--- config.mk ---
export PLATFORM = sky130hd
export DESIGN_NAME = spi_rx_fifo_ctl
export DESIGN_NICKNAME = d
export VERILOG_FILES = /design/src/rtl/spi_rx_pkg.sv /design/src/rtl/spi_rx_ram.sv /design/src/rtl/spi_rx_fifo_ctl.sv
export SDC_FILE = /design/constraint.sdc
export NUM_CORES = 1
export LEC_CHECK = 0
export ABC_AREA = 0
export CORE_AREA = 3 3 145 147
export DETAILED_ROUTE_END_ITERATION = 8
export DIE_AREA = 0 0 148 150
export PLACE_DENSITY = 0.86
export SETUP_SLACK_MARGIN = 0.3
export SLEW_MARGIN = 10
export SYNTH_ARGS = -nofsm -noshare
export SYNTH_HDL_FRONTEND = slang
export SYNTH_HIERARCHICAL = 1
export SYNTH_SLANG_ARGS = --single-unit
--- constraint.sdc ---
create_clock -name clk -period 7.05 [get_ports clk]
set_clock_uncertainty 0.15 [all_clocks]
set_input_delay 1.41 -clock clk [delete_from_list [all_inputs] [get_ports clk]]
set_output_delay 1.41 -clock clk [all_outputs]
set_load 0.02 [all_outputs]
--- src/rtl/spi_rx_pkg.sv ---
// Shared types and helpers for the SPI slave receive buffer.
// Pure definitions: no latency, no flow control.
package spi_rx_pkg;
  localparam int WORD_W = 16;
  localparam int AW_DEF = 4;

  // Occupancy of a circular buffer whose pointers carry one extra wrap bit.
  function automatic int unsigned ptr_level(input int unsigned wp, input int unsigned rp,
                                            input int aw);
    int unsigned one;
    one = 1;
    return (wp - rp) & ((one << (aw + 1)) - one);
  endfunction
endpackage

--- src/rtl/spi_rx_ram.sv ---
// Simple dual-port word store, one write and one registered read per clk (1-cycle read).
// No backpressure; read output holds its value when i_re is low.
module spi_rx_ram
  import spi_rx_pkg::*;
#(
  parameter int AW = AW_DEF
) (
  input  logic              clk,
  input  logic              resetq,
  input  logic              i_we,
  input  logic [AW-1:0]     i_waddr,
  input  logic [WORD_W-1:0] i_wdata,
  input  logic              i_re,
  input  logic [AW-1:0]     i_raddr,
  output logic [WORD_W-1:0] o_rdata
);
  logic [WORD_W-1:0] r_mem [2**AW];
  logic [WORD_W-1:0] r_rdata;

  always_ff @(posedge clk) begin
    if (i_we) r_mem[i_waddr] <= i_wdata;
  end

  // Read-before-write: a same-address write this cycle returns the old word.
  always_ff @(posedge clk or negedge resetq) begin
    if (!resetq)   r_rdata <= '0;
    else if (i_re) r_rdata <= r_mem[i_raddr];
  end

  assign o_rdata = r_rdata;
endmodule

--- src/rtl/spi_rx_fifo_ctl.sv ---
// Lapping receive FIFO for SPI words: 1-cycle read latency; never stalls the writer, overflow drops
// all stale words and keeps the newest. Optional level irq via SPI_RX_FIFO_IRQ_EN.
module spi_rx_fifo_ctl
  import spi_rx_pkg::*;
#(
  parameter int AW     = AW_DEF,
  parameter int THRESH = 8
) (
  input  logic              clk,
  input  logic              resetq,
  input  logic [WORD_W-1:0] in_data,
  input  logic              in_valid,
  input  logic              rd,
  output logic [WORD_W-1:0] rd_data,
  output logic              rd_valid,
  output logic [AW:0]       level,
  output logic              empty,
  output logic              full,
  output logic              overrun,
  input  logic              clr_overrun,
  input  logic              flush,
  output logic              irq
);
  localparam int DEPTH = 2**AW;

  logic [AW:0] r_wptr, r_rptr;
  logic [AW:0] w_wptr_nxt, w_rptr_nxt;
  logic        w_lap, w_re;

  assign level = (AW+1)'(ptr_level(32'(r_wptr), 32'(r_rptr), AW));
  assign empty = (r_wptr == r_rptr);
  assign full  = (level == (AW+1)'(DEPTH));

  // A simultaneous read makes room, so only an unread write into a full buffer laps.
  assign w_lap = in_valid && full && !rd && !flush;
  assign w_re  = rd && !empty && !flush;

  always_comb begin
    w_rptr_nxt = r_rptr;
    if (flush || w_lap) w_rptr_nxt = r_wptr;
    else if (w_re)      w_rptr_nxt = r_rptr + 1'b1;
    w_wptr_nxt = in_valid ? r_wptr + 1'b1 : r_wptr;
  end

  always_ff @(posedge clk or negedge resetq) begin
    if (!resetq) begin
      r_wptr   <= '0;
      r_rptr   <= '0;
      rd_valid <= 1'b0;
      overrun  <= 1'b0;
    end else begin
      r_wptr   <= w_wptr_nxt;
      r_rptr   <= w_rptr_nxt;
      rd_valid <= w_re;
      if (w_lap)            overrun <= 1'b1;
      else if (clr_overrun) overrun <= 1'b0;
    end
  end

  spi_rx_ram #(.AW(AW)) u_ram (
    .clk     (clk),
    .resetq  (resetq),
    .i_we    (in_valid),
    .i_waddr (r_wptr[AW-1:0]),
    .i_wdata (in_data),
    .i_re    (w_re),
    .i_raddr (r_rptr[AW-1:0]),
    .o_rdata (rd_data)
  );

`ifdef SPI_RX_FIFO_IRQ_EN
  logic [AW:0] w_level_nxt;
  logic        r_irq;

  assign w_level_nxt = (AW+1)'(ptr_level(32'(w_wptr_nxt), 32'(w_rptr_nxt), AW));

  always_ff @(posedge clk or negedge resetq) begin
    if (!resetq) r_irq <= 1'b0;
    else         r_irq <= (32'(w_level_nxt) >= 32'(THRESH));
  end

  assign irq = r_irq;
`else
  // THRESH has no effect in this build; the term folds to a constant zero.
  assign irq = (THRESH < 0) & 1'b0;
`endif
endmodule

; After elaboration in Yosys (flattened, before gate mapping)
; Memories as Yosys holds them, arrays and structs flattened. A register that Yosys moved wholly into a read port is not among the register bits.
; Cells that the tools add are included.
[totals]
inputBits = 22
register_bits = 12
elab_cells = 28
mem_bits_rw = 256
mem_count = 1
[memory_table]
columns = memory, depth, width, rd, rd_clocked_by_memory_dff, wr, line_no
row1 = u_ram.r_mem, 16, 16, 1, 1, 1, spi_rx_ram.sv:17  ; logic [WORD_W-1:0] r_mem [2**AW];
[op_classes]
n_eq_ne = 2
reduce_logical = 12
n_addsub = 3
n_mux = 6
[op_table]
columns = cell, n
row1 = "5-bit by 1-bit adder with 5-bit output, second input constant", 2
row2 = 5-bit two-way mux, 2
row3 = 5-bit == test, 1
row4 = "5-bit == test, second input constant", 1
row5 = 1-bit logical AND, 5
row6 = 5-bit subtractor, 1
row7 = 1-bit logical NOT, 4
row8 = 1-bit two-way mux, 4
row9 = 2-bit nonzero test, 2
row10 = 1-bit logical OR, 1

; Logic depth before layout (Yosys ltp)
; Gate-level depths: netlist (run 1).
[logic_depth]
ltp_word = 7
ltp_mapped = 10

; Cells and area by module
; Netlist (run 1), hierarchy kept.
[by_module_without_submodules]
columns = module, cells_per_inst, area_each_um2, n_inst, seq_area_each_um2
row1 = spi_rx_ram, 452, 10458.8, 1, 8087.8
row2 = spi_rx_fifo_ctl, 87, 838.3, 1, 300.3

; Least setup slack after synthesis (run 1)
; No wires, ideal clock.
[synth_timing]
path_type = reg-to-output
start = register r_wptr[0]
end = output port full
path_stages_with_launch = 9
setup_slack_ps = 3312
required_time_ps = 5490
t_arrival_ps = 2178
n_path_buf = 0
cell_sequence = dfrtp_1 inv_1 ha_1 inv_1 fa_1 nand3b_1 a211o_1 a211o_1 inv_2
[synth_via]
elab_chain_len = 2
[synth_rtl]
columns = item, line_no
row1 = "start, declared", spi_rx_fifo_ctl.sv:26  ; logic [AW:0] r_wptr, r_rptr;
row2 = "start signal, assigned", spi_rx_fifo_ctl.sv:52  ; r_wptr <= w_wptr_nxt;
row3 = 5-bit subtractor, spi_rx_pkg.sv:12  ; return (wp - rp) & ((one << (aw + 1)) - one);
row4 = named net level[1], spi_rx_fifo_ctl.sv:16  ; output logic [AW:0] level,
row5 = 5-bit == test, spi_rx_fifo_ctl.sv:32  ; assign full = (level == (AW+1)'(DEPTH));
row6 = "end, declared", spi_rx_fifo_ctl.sv:18  ; output logic full,
; The timed path passes the listed nets, and every way through them passes these cells.

; Worst setup path in the final report (run 1)
[layout_timing]
start = register r_wptr[0]
end = output port full
[layout_via]
elab_chain_len = 2
[layout_rtl]
columns = item, line_no
row1 = 5-bit subtractor, spi_rx_pkg.sv:12
row2 = 5-bit == test, spi_rx_fifo_ctl.sv:32
; Every way passes these cells.

==> results of run 1 <==
[power by group]
part	switching [mW]	leakage, nW	internal, mW
Sequential	0.185	2.63	2.08
Combinational	0.925	1.20	0.778
Clock	0.578	0.430	0.824
Total	1.69	4.26	3.68
[state kept, by name, indices dropped and copies added, names as in the netlist]
name           flops
rd_valid           1
r_wptr             5
overrun            1
u_ram/o_rdata     16
u_ram/r_mem      256
r_rptr             5
[worst max-delay path: stages (launching register included)]
cell and delay (ns):
sky130_fd_sc_hd__dfrtp_1 0.60, sky130_fd_sc_hd__inv_1 0.13, sky130_fd_sc_hd__ha_1 0.23, sky130_fd_sc_hd__inv_1 0.07, sky130_fd_sc_hd__fa_1 0.45, sky130_fd_sc_hd__nand3b_1 0.18
sky130_fd_sc_hd__a211o_1 0.24, sky130_fd_sc_hd__a211o_1 0.32, sky130_fd_sc_hd__inv_2 0.08, sky130_fd_sc_hd__clkdlybuf4s50_1 0.59
[cell families (layout without fill, tap and decap cells)]
family / after synthesis / in the layout / share of synthesized area
AOI/OAI and AO/OA: 51 / 51 / 0.0416
xor gates and xnor gates: 8 / 8 / 0.00687
adders and majority gates: 7 / 7 / 0.00842
buffers and inverters: 39 / 126 / 0.0244
DFF: 284 / 284 / 0.742
muxes: 82 / 82 / 0.146
other: 1 / 1 / 0.000332
and+or+nand+nor: 67 / 67 / 0.0296
[worst paths after layout]
path                            slack (ns)                to  cells after the start      start
min in group asynchronous             1.14  u_ram/o_rdata[4]                      2     resetq
worst min register to register        0.39           overrun                      2    overrun
worst max register to register        2.83  u_ram/o_rdata[0]                      7  r_rptr[2]
worst max-delay path                  2.07              full                      9  r_wptr[0]
worst min-delay path                  0.39           overrun                      2    overrun
max in group asynchronous             5.28         r_rptr[2]                      2     resetq
[layout by cell type (no fill, tap or decap), drive strengths merged, types with 2 or more instances in the layout]
cell type / netlist / final
nand3b: 4 / 4
nand4: 3 / 3
inv: 11 / 12
ha: 6 / 6
mux2i: 17 / 17
edfxtp: 256 / 256
a221o: 2 / 2
clkbuf: 5 / 41
xor2: 5 / 5
nand3: 4 / 4
clkinv: 0 / 6
a21oi: 4 / 4
xnor2: 3 / 3
o21ai: 4 / 4
nor3b: 2 / 2
nor2: 33 / 33
dfrtp: 28 / 28
a221oi: 16 / 16
o22ai: 17 / 17
bufinv: 0 / 2
o2111a: 2 / 2
clkdlybuf4s50: 0 / 46
a211oi: 2 / 2
o2bb2ai: 2 / 2
buf: 23 / 19
a211o: 2 / 2
mux4: 64 / 64
nor3: 4 / 4
nand2: 4 / 4
and3: 5 / 5
nand2b: 3 / 3
[layout make-up]
class                      instances  area, µm²
clock inverter                     9       98.8
fill                            1310       7110
clock buffer                      41        768
multi-input combinational        216       2680
sequential                       284       8390
tap                              270        338
timing repair buffer              65        603
inverter                          11       41.3
[cell usage after synthesis (2+ instances only)]
cell type	n	area share
sky130_fd_sc_hd__o21ai_0	2	0.00089
sky130_fd_sc_hd__inv_1	10	0.0033
sky130_fd_sc_hd__nand3b_1	4	0.0027
sky130_fd_sc_hd__a221o_1	2	0.0018
sky130_fd_sc_hd__xnor2_1	3	0.0023
sky130_fd_sc_hd__a221oi_2	14	0.019
sky130_fd_sc_hd__buf_1	3	0.0010
sky130_fd_sc_hd__a211oi_1	2	0.0013
sky130_fd_sc_hd__mux2i_1	17	0.015
sky130_fd_sc_hd__nor2_1	33	0.011
sky130_fd_sc_hd__nand3_1	3	0.0013
sky130_fd_sc_hd__dfrtp_1	28	0.062
sky130_fd_sc_hd__mux4_2	56	0.11
sky130_fd_sc_hd__o22ai_1	17	0.0094
sky130_fd_sc_hd__ha_1	6	0.0066
sky130_fd_sc_hd__nand2b_1	3	0.0017
sky130_fd_sc_hd__nor3b_1	2	0.0013
sky130_fd_sc_hd__a221oi_1	2	0.0016
sky130_fd_sc_hd__clkbuf_1	4	0.0013
sky130_fd_sc_hd__buf_6	6	0.0060
sky130_fd_sc_hd__o2111a_1	2	0.0020
sky130_fd_sc_hd__o2bb2ai_1	2	0.0016
sky130_fd_sc_hd__buf_12	4	0.0071
sky130_fd_sc_hd__mux4_1	8	0.019
sky130_fd_sc_hd__edfxtp_1	256	0.68
sky130_fd_sc_hd__nand2_1	4	0.0013
sky130_fd_sc_hd__a211o_1	2	0.0016
sky130_fd_sc_hd__and3_1	5	0.0028
sky130_fd_sc_hd__nand4_1	3	0.0017
sky130_fd_sc_hd__buf_4	2	0.0013
sky130_fd_sc_hd__a21oi_1	4	0.0018
sky130_fd_sc_hd__buf_2	8	0.0035
sky130_fd_sc_hd__nor3_1	4	0.0018
sky130_fd_sc_hd__xor2_1	4	0.0031
[per-layer routing]
layer  wire length (µm)  vias to the layer above  GRT usage
met5                  0                        -          0
li1                   -                     2365          -
met1               9350                     3008      0.310
met2              11700                      280      0.358
met3               2050                       47     0.0448
met4                586                        0     0.0582
==> summary.md, run 1 <==
| Metric | Value |
|---|---|
| Max FO, Critical Path | `11` |
| Minimum clock period after layout | `around 5 ns` |
| Number of unique standard cell types used by synthesis | `48` |
| Peak VDD IR | `0.000265 V` |
| Root buffer cell | `sky130_fd_sc_hd__clkbuf_16` |
| ANT cells | `0` |
| Area of the mapped netlist | `between 10000 and 15000 µm²` |
| Number of buffers inserted during clock tree synthesis | `27` |
| Final net count | `~630` |
| Vias per Instance | `6.36` |
| Number of placement rows | `52` |
| Synth Area per Inst | `roughly 21 µm²` |
| Setup repair bufs after CTS | `0` |
| Synthesis warning total | `6` |
| Clock tree from TritonCTS | `done` |
| Post-synth ARST share | `0.0986` |
| Final hold slack | `0.393 ns` |
| Req. time, crit path | `~5.5 ns` |
| Die area | `22200 µm²` |
| Floorplan core area | `about 20000 µm²` |
| Number of max-slew violations in the final report | `0` |
| Post-CTS sizing | `0` |
| Vias in the first global route | `5848` |
| Final weighted congestion in routability-driven placement | `approximately 0.84` |
| Clock latency on the worst-skew pair | `roughly 0.53 ns` |
| Summed area of non-filler cells in the final layout | `between 10000 and 15000 µm²` |
| CTS H-tree depth | `1` |
| Vertical extent of the die | `about 150 µm` |
| Arrival time of the worst setup path | `3.42 ns` |
| Clock-pin transition on the worst setup and hold timing paths | `about 0.06 ns` |
| Final Power | `between 5 and 6 mW` |
| Drt initial violations | `between 600 and 700` |
| Post-detailed-placement cell area | `12100 µm²` |
| # clock sinks | `284` |
| Period utilisation layout | `0.707` |
| Port buffer count | `46` |
| Worst-Margin Slew | `between 1 and 1.5 ns` |
| Grt total ovfl | `0` |
| Hold Crit Class | `reg -> reg` |
| Synthesis-to-layout area growth | `14.4%` |
| Worst slack at placement | `between 2 and 3 ns` |
| Top FF cell, synth | `sky130_fd_sc_hd__edfxtp_1` |
| Nature of the critical path endpoint | `output port` |
| Total setup violations reported at the end of the flow | `0` |
| Type of the worst setup path | `reg -> out` |
| Average wire per standard cell | `26.5 µm` |
| Headroom to the max-slew limit | `0.188` |
| Initial core utilization | `0.564` |
| Syn Nets | `roughly 570` |
| Unrepaired setup endpoints after global routing | `false` |
| Cells after Synth | `539` |
| Seq/Total Area, Yosys | `0.742` |
| Global Route Usage Sum | `0.220` |
| Ratio of cells with drive above 1 in the final layout | `0.243` |
| Initial antenna violation count | `0` |
| Count of flip-flops with a built-in enable after synthesis | `approximately 260` |
| Dpl hpwl | `between 10000 and 15000 µm` |
| Final antenna-violating net count | `0` |
| Largest net degree at the start of global routing | `52` |
| Post-detailed-routing wire length | `23700 µm` |
| Via count | `5700` |
| Global-route wire length before repair | `around 36000 µm` |
| Remaining DRCs | `0` |
| IO Count | `48` |
| Final Non-Filler Cells | `approximately 900` |
| Width of the die | `between 100 and 150 µm` |
| Leakage power summed over all cells | `roughly 4.3 nW` |
| Final hold violation count | `0` |
| Fin util | `0.645` |
| TNS Setup | `0 ns` |
| Router iterations before antenna repair | `5` |
| Synthesis-stage register bit count | `284` |
| Least setup slack across all paths after layout | `around 2.1 ns` |
| Outcome | `finished, final reports clean` |
| Hold Buf Count CTS | `0` |
| Placed Cells incl. Taps | `between 800 and 900` |
| Maxcap violations | `0` |
| Maximum clock frequency | `0.201 GHz` |
| PwrDens | `between 400 and 500 nW/µm²` |
| Number of buffers between clock root and the deepest sink | `3` |
| Startpoint type of the worst setup path | `flip-flop` |
Power figures use the tool's default switching activity.
==> run 2, diff against run 1 <==
CORE_AREA = 3 3 149 151   (was 3 3 145 147)
DIE_AREA = 0 0 152 154   (was 0 0 148 150)
PLACE_DENSITY = 0.85   (was 0.86)
clock period = 4.5 ns   (was 7.05 ns; I/O delays follow)
==> run 2 against run 1 <==
  * Clock power up 72%
  * Non-clock buffer count up 5
  * Critical path depth unchanged
  * Combinational power up 64%
  * First-iteration DRC count down 18%
  * Worst setup slack worse by 1.4 ns
  * Sequential share of layout area down 0.62 points
  * Total power up 61%
  * Utilization down 2.2 points
  * Design area up 1.0%
  * Via count up 1.4%
  * Count of clock-buffer cells in the layout down 6
  * Critical endpoint unchanged
==> summary.md, run 2 (synthesis results as in run 1) <==
| Metric | Value |
|---|---|
| Initial core utilization | `0.539 (-0.0246)` |
| Placed Cells incl. Taps | `855 (+1.1%)` |
| Dpl hpwl | `13200 µm (-2.4%)` |
| Unrepaired setup endpoints after global routing | `false` |
| Outcome | `finished, final reports clean` |
| Setup slack of the most critical reg-to-reg path | `1.42 ns (-1.41 ns)` |
| Slowest-stage cell, CP | `sky130_fd_sc_hd__fa_1` |
| Largest net degree at the start of global routing | `68 (+31%)` |
| Remaining DRCs | `0 (unchanged)` |
| Arrival time of the worst setup path | `2.76 ns (-0.66 ns)` |
| Worst-Margin Slew | `1.23 ns (+0.0163 ns)` |
| Period utilisation layout | `0.846` |
| Max FO, Critical Path | `4 (-7)` |
| Final hold violation count | `0 (unchanged)` |
| Number of cells on the worst hold path | `2 (unchanged)` |
| Final net count | `639 (+0.79%)` |
| Post-detailed-routing wire length | `24700 µm (+4.3%)` |
| Type of the worst setup path | `reg -> out` |
| Clock latency on the worst-skew pair | `0.54 ns (about the same)` |
| Ratio of cells with drive above 1 in the final layout | `0.252 (+0.00917)` |
| Number of flip-flops in the largest register | `256 (unchanged)` |
| Number of placement rows | `53 (+1.9%)` |
| Maximum clock frequency | `between 0.2 and 0.3 GHz` |
| Final Non-Filler Cells | `907 (+1.2%)` |
| Clock-pin transition on the worst setup and hold timing paths | `0.06 ns (about the same)` |
| Global-route wire length before repair | `37200 µm (+2.5%)` |
| End of the worst register-to-register path | `u_ram/o_rdata[15]` |
| Reg-to-Reg Start | `r_wptr[3]` |
| Synthesis-to-layout area growth | `15.6%` |
| Via count | `5782 (+1.4%)` |
| Average wire per standard cell | `27.3 µm (+3.1%)` |
| Hold Crit Class | `reg -> reg` |
| Nature of the critical path endpoint | `output port` |
| Hold-critical path endpoint | `overrun` |
| Number of max-slew violations in the final report | `0 (unchanged)` |
| Final antenna-violating net count | `0 (unchanged)` |
| Grt total ovfl | `0 (unchanged)` |
| Width of the die | `152 µm (+2.7%)` |
| CTS H-tree depth | `1 (unchanged)` |
| PwrDens | `662 nW/µm² (+59%)` |
| Area of combinational cells with multiple inputs | `2670 µm² (-0.47%)` |
| Largest register by flop count | `u_ram/r_mem` |
| Floorplan core area | `21000 µm² (+4.6%)` |
| Clock tree from TritonCTS | `done` |
| Global Route Usage Sum | `0.210 (-0.00924)` |
| Drt initial violations | `504 (-18%)` |
| Most used cells in the layout excluding fill and tap cells | `sky130_fd_sc_hd__edfxtp_1 (256), sky130_fd_sc_hd__mux4_2 (56), sky130_fd_sc_hd__clkdlybuf4s50_1 (45), sky130_fd_sc_hd__nor2_1 (28), sky130_fd_sc_hd__clkbuf_16 (27)` |
| Vias per Instance | `6.37 (+0.21%)` |
| Worst min-delay path startpoint | `overrun` |
| Vertical extent of the die | `154 µm (+2.7%)` |
| Leakage power summed over all cells | `4.34 nW (+1.9%)` |
| Req. time, crit path | `3.45 ns (-2.04 ns)` |
| Headroom to the max-slew limit | `0.178 (-0.00997)` |
| Total area of sequential cells | `8400 µm² (about the same)` |
| Vias in the first global route | `5983 (+2.3%)` |
| Most common cell after layout, fill and taps aside | `sky130_fd_sc_hd__edfxtp_1` |
| Number of buffers inserted during clock tree synthesis | `27 (unchanged)` |
| Router iterations before antenna repair | `5 (unchanged)` |
| Final Power | `8.64 mW (+61%)` |
| Startpoint type of the worst setup path | `flip-flop` |
| Number of buffers between clock root and the deepest sink | `3 (unchanged)` |
| Initial antenna violation count | `1 (+1)` |
| Cell-by-cell listing of the critical path | `inv_1, ha_1, inv_1, fa_1, xor2_1, a211o_1, a211o_1, inv_2, dlymetal6s2s_1` |
| R2R depth | `6 (-1)` |
| # clock sinks | `284 (unchanged)` |
| IO Count | `48 (unchanged)` |
| Final weighted congestion in routability-driven placement | `0.850 (+1.8%)` |
| Number of fill cells in the layout | `1405 (+7.3%)` |
| Minimum clock period after layout | `3.81 ns` |
| Port buffer count | `46 (unchanged)` |
| Total setup violations reported at the end of the flow | `0 (unchanged)` |
| TNS Setup | `0 ns (unchanged)` |
| Peak VDD IR | `0.000446 V (+69%)` |
| Hold Buf Count CTS | `0 (unchanged)` |
| Root buffer cell | `sky130_fd_sc_hd__clkbuf_16` |
| Maxcap violations | `0 (unchanged)` |
| Die area | `23400 µm² (+5.4%)` |
| Stage delay of the slowest cell on the critical path | `0.41 ns (-0.19 ns)` |
==> run 2: changes by cell type in the layout (fill, tap and decap cells not counted), moves of 2 or more <==
cell,previous run,this run
sky130_fd_sc_hd__buf_4,19,24
sky130_fd_sc_hd__bufinv_16,2,5
sky130_fd_sc_hd__clkbuf_1,10,4
sky130_fd_sc_hd__clkinvlp_4,0,2
sky130_fd_sc_hd__dfrtp_1,26,24
sky130_fd_sc_hd__dfrtp_2,1,3
sky130_fd_sc_hd__nor2_1,23,28
sky130_fd_sc_hd__nor2_2,9,4
==> run 2: worst max-delay path: cells and delay by family (launching register included) <==
family                     cells  cell delay [ns]
AOI/OAI and AO/OA              2             0.61
buffers and inverters          4             0.44
DFF                            1             0.40
adders and majority gates      2             0.57
xor gates and xnor gates       1             0.21
==> run 2: worst max path at each step <==
stage / from / end / slack, ns / depth (start not counted)
6_report: r_wptr[0] / full / 0.69 / 9
3_3_place_gp: r_wptr[0] / full / 0.71 / 9
5_1_grt: r_wptr[0] / full / 0.56 / 9
3_5_place_dp: r_wptr[0] / full / 0.60 / 9
4_1_cts: r_wptr[1] / full / 0.30 / 6
2_1_floorplan: r_wptr[0] / full / 1.27 / 8
==> run 2: area by class of cell <==
type	instances	area share
Clock inverter	15	0.0162
Inverter	11	0.00316
Timing Repair Buffer	70	0.0493
Sequential cell	284	0.643
Multi-Input combinational cell	216	0.205
Antenna cell	1	0.000192
Tap cell	275	0.0264
Clock buffer	35	0.0571
==> run 2: timing repair <==
item	in CTS	in global routing
buffers inserted	1	0
setup endpoints to repair	1	1
hold endpoints to repair	0	0
resized for setup	1	2
==> run 2: routing by layer <==
| metal | up-vias | part of all wire | GRT usage | wire length [µm] |
|---|---|---|---|---|
| met4 | 0 | 0.034 | 0.0668 | 852 |
| met2 | 341 | 0.49 | 0.342 | 12200 |
| met1 | 2993 | 0.38 | 0.288 | 9400 |
| li1 | 2382 | - | - | - |
| met3 | 66 | 0.093 | 0.0484 | 2310 |
| met5 | - | 0 | 0 | 0 |
==> run 2: metrics by stage <==
stage / worst slack, ns / utilization / cell area, µm² / hold WS [ns]
after global placement: 0.709 / 0.577 / 12100 / 0.372
final: 0.694 / 0.623 / 13100 / 0.394
after CTS: 0.301 / 0.623 / 13000 / 0.393
after global routing: 0.558 / 0.623 / 13100 / 0.424
after floorplan: 1.27 / - / 11300 / 0.371
after detailed placement: 0.595 / 0.577 / 12100 / 0.383
==> run 2: report_power, final <==
part           switching [mW]  internal (mW)
Sequential              0.195           3.26
Clock                   0.956           1.46
Combinational            1.54           1.24
Total                    2.69           5.95
==> run 3, diff against run 2 <==
clock period = 3.3 ns   (was 4.5 ns; I/O delays follow)
==> run 3 against run 2 <==
  * The flow now finishes with violations (negative setup slack)
  * Utilization increased by 0.29 points
  * Clock power increased by 29%
  * Non-clock buffer count increased by 15
  * Via count decreased by 0.59%
  * First-iteration DRC count increased by 18%
  * Total power increased by 35%
  * Register-to-register slack got worse by 0.88 ns
  * Routed wire length decreased by 1.1%
  * Cell count increased by 1.5%
  * Die area unchanged
  * Critical endpoint unchanged
  * Highest routed layer unchanged
==> summary.md, run 3 (synthesis results as in run 1) <==
| Metric | Value |
|---|---|
| Post-detailed-placement cell area | `12200 µm² (+0.87%)` |
| ANT cells | `0 (-1)` |
| Port buffer count | `46 (unchanged)` |
| CTS H-tree depth | `1 (unchanged)` |
| Number of flip-flops in the largest register | `256 (unchanged)` |
| Global Route Usage Sum | `0.209 (-0.00150)` |
| Dpl hpwl | `13900 µm (+5.3%)` |
| Unrepaired setup endpoints after global routing | `true` |
| Final Power | `11.6 mW (+35%)` |
| Ratio of cells with drive above 1 in the final layout | `0.283 (+0.0313)` |
| Grt total ovfl | `0 (unchanged)` |
| Period utilisation layout | `1.01` |
| Fin util | `0.626 (+0.00287)` |
| Maximum clock frequency | `0.300 GHz` |
| Via count | `5748 (-0.59%)` |
| Violations in the final reports | `negative setup slack` |
| Initial antenna violation count | `0 (-1)` |
| Post-detailed-routing wire length | `24500 µm (-1.1%)` |
| Req. time, crit path | `2.49 ns (-0.96 ns)` |
| Worst-Margin Slew | `1.00 ns (-0.231 ns)` |
| Hold Crit Class | `in -> async` |
| Clock-pin transition on the worst setup and hold timing paths | `0.06 ns (about the same)` |
| Combinational power share | `0.332 (+0.011)` |
| Outcome | `complete, but fails checks` |
| # clock sinks | `284 (unchanged)` |
| Least setup slack across all paths after layout | `-0.0294 ns (-0.723 ns)` |
| Worst slack at placement | `-0.000796 ns (-0.596 ns)` |
| PwrDens | `886 nW/µm² (+34%)` |
| Initial core utilization | `0.539 (unchanged)` |
| Reg-to-Reg Start | `r_rptr[2]` |
| IO Count | `48 (unchanged)` |
| Number of buffers between clock root and the deepest sink | `3 (unchanged)` |
| Floorplan core area | `21000 µm² (unchanged)` |
| Largest register by flop count | `u_ram/r_mem` |
| Vias per Instance | `6.24 (-2.1%)` |
| Beginning of the critical path | `r_rptr[0]` |
| Average wire per standard cell | `26.6 µm (-2.6%)` |
| Number of max-slew violations in the final report | `0 (unchanged)` |
| Clock power frac | `0.267 (-0.012)` |
| Leakage power summed over all cells | `4.38 nW (+1.0%)` |
| Type of the worst setup path | `reg -> out` |
| Final hold violation count | `0 (unchanged)` |
| Synthesis-to-layout area growth | `16.1%` |
| Sequential power share | `0.402 (+0.003)` |
| Net switching power of the design | `3.65 mW (+36%)` |
| Internal power | `7.97 mW (+34%)` |
| Minimum clock period after layout | `3.33 ns` |
| Global-route wire length before repair | `37100 µm (-0.50%)` |
| Clock latency on the worst-skew pair | `0.53 ns (about the same)` |
| Number of placement rows | `53 (unchanged)` |
| Root buffer cell | `sky130_fd_sc_hd__clkbuf_16` |
| Nature of the critical path endpoint | `output port` |
| Maxcap violations | `0 (unchanged)` |
| Total setup violations reported at the end of the flow | `1 (+1)` |
| Summed area of non-filler cells in the final layout | `13100 µm² (+0.46%)` |
| Clock tree from TritonCTS | `done` |
| Final antenna-violating net count | `0 (unchanged)` |
| Final net count | `654 (+2.3%)` |
| Vertical extent of the die | `154 µm (unchanged)` |
| Die area | `23400 µm² (unchanged)` |
| Peak VDD IR | `0.000689 V (+55%)` |
| Most common cell after layout, fill and taps aside | `sky130_fd_sc_hd__edfxtp_1` |
| Fraction of power spent switching nets | `0.314 (+0.00286)` |
| Number of buffers inserted during clock tree synthesis | `27 (unchanged)` |
| Remaining DRCs | `0 (unchanged)` |
| Final weighted congestion in routability-driven placement | `0.804 (-5.4%)` |
| Startpoint type of the worst setup path | `flip-flop` |
| Width of the die | `152 µm (unchanged)` |
| Max FO, Critical Path | `3 (-1)` |
| Router iterations before antenna repair | `5 (unchanged)` |
| Headroom to the max-slew limit | `0.332 (+0.154)` |
| Drt initial violations | `596 (+18%)` |
| Largest net degree at the start of global routing | `52 (-24%)` |
| Arrival time of the worst setup path | `2.52 ns (-0.24 ns)` |
| Most used cells in the layout excluding fill and tap cells | `sky130_fd_sc_hd__edfxtp_1 (256), sky130_fd_sc_hd__mux4_2 (56), sky130_fd_sc_hd__clkdlybuf4s50_1 (40), sky130_fd_sc_hd__buf_4 (39), sky130_fd_sc_hd__nor2_1 (28)` |
| Vias in the first global route | `6037 (+0.90%)` |
[run 3: cell types whose count changed in the layout (fill, tap and decap cells not counted), moves of 2 or more]
cell,delta
sky130_fd_sc_hd__clkdlybuf4s50_1,-5
sky130_fd_sc_hd__ha_1,-2
sky130_fd_sc_hd__inv_2,+2
sky130_fd_sc_hd__dfrtp_2,-2
sky130_fd_sc_hd__clkbuf_1,-2
sky130_fd_sc_hd__bufinv_16,-2
sky130_fd_sc_hd__buf_4,+15
sky130_fd_sc_hd__clkinv_2,+3
sky130_fd_sc_hd__clkbuf_2,+3
sky130_fd_sc_hd__inv_1,-2
sky130_fd_sc_hd__dfrtp_1,+2
[run 3: cell type report]
| cell class | instances | area (µm²) |
|---|---|---|
| clock buffers | 33 | 738 |
| clock inverters | 17 | 170 |
| fillers | 1425 | 7840 |
| inverters | 11 | 41.3 |
| multi-input cells | 216 | 2690 |
| flip-flops and latches | 284 | 8390 |
| well taps | 275 | 344 |
| repair buffers | 85 | 739 |
[run 3: worst paths after layout]
| kind | slack, ns | end | depth (start not counted) |
|---|---|---|---|
| max in group asynchronous | 2.28 | r_rptr[2] | 2 |
| worst max-delay path | -0.03 | full | 8 |
| worst min register to register | 0.39 | overrun | 2 |
| min in group clk | 0.39 | overrun | 2 |
| worst min-delay path | 0.38 | u_ram/o_rdata[11] | 2 |
| worst max register to register | 0.54 | u_ram/o_rdata[8] | 5 |
[run 3: what timing repair did]
| item | in CTS | in global routing |
|---|---|---|
| pin swaps | 2 | 2 |
| gates resized for setup | 20 | 5 |
| endpoints found under the setup margin | 6 | 5 |
| endpoints found under the hold margin | 0 | 0 |
| setup buffers | 2 | 0 |
| hold buffers | 0 | 0 |
[run 3: metal layers]
metal	track usage	wire length, µm
met3	0.0363	1780
met5	0	0
met2	0.349	12400
met4	0.0668	615
met1	0.286	9650
[run 3: per-stage QoR]
step                        TNS, ns  std cells  hold WS (ns)
final                       -0.0294        921         0.382
after global routing         -0.104        921         0.391
after CTS                   -0.0487        921         0.381
after detailed placement  -0.000796        869         0.384
after global placement            0        869         0.372
after floorplan                   0        539         0.214
[run 3: worst max-delay path, stage by stage (launching register included)]
cell                       delay (ns)
sky130_fd_sc_hd__dfrtp_2         0.43
sky130_fd_sc_hd__ha_4            0.17
sky130_fd_sc_hd__inv_2           0.05
sky130_fd_sc_hd__fa_2            0.44
sky130_fd_sc_hd__nand3b_1        0.19
sky130_fd_sc_hd__a211o_1         0.24
sky130_fd_sc_hd__a211o_1         0.29
sky130_fd_sc_hd__inv_2           0.07
sky130_fd_sc_hd__buf_6           0.11
[run 3: power groups by stage]
stage | combinational [mW] | clock, mW | sequential, mW
3_5_place_dp | 3.85 | 0 | 4.72
4_1_cts | 3.90 | 3.15 | 4.67
3_3_place_gp | 3.74 | 0 | 4.68
6_report | 3.86 | 3.10 | 4.67
2_1_floorplan | 2.58 | 0 | 4.81
5_1_grt | 4.14 | 3.30 | 4.71
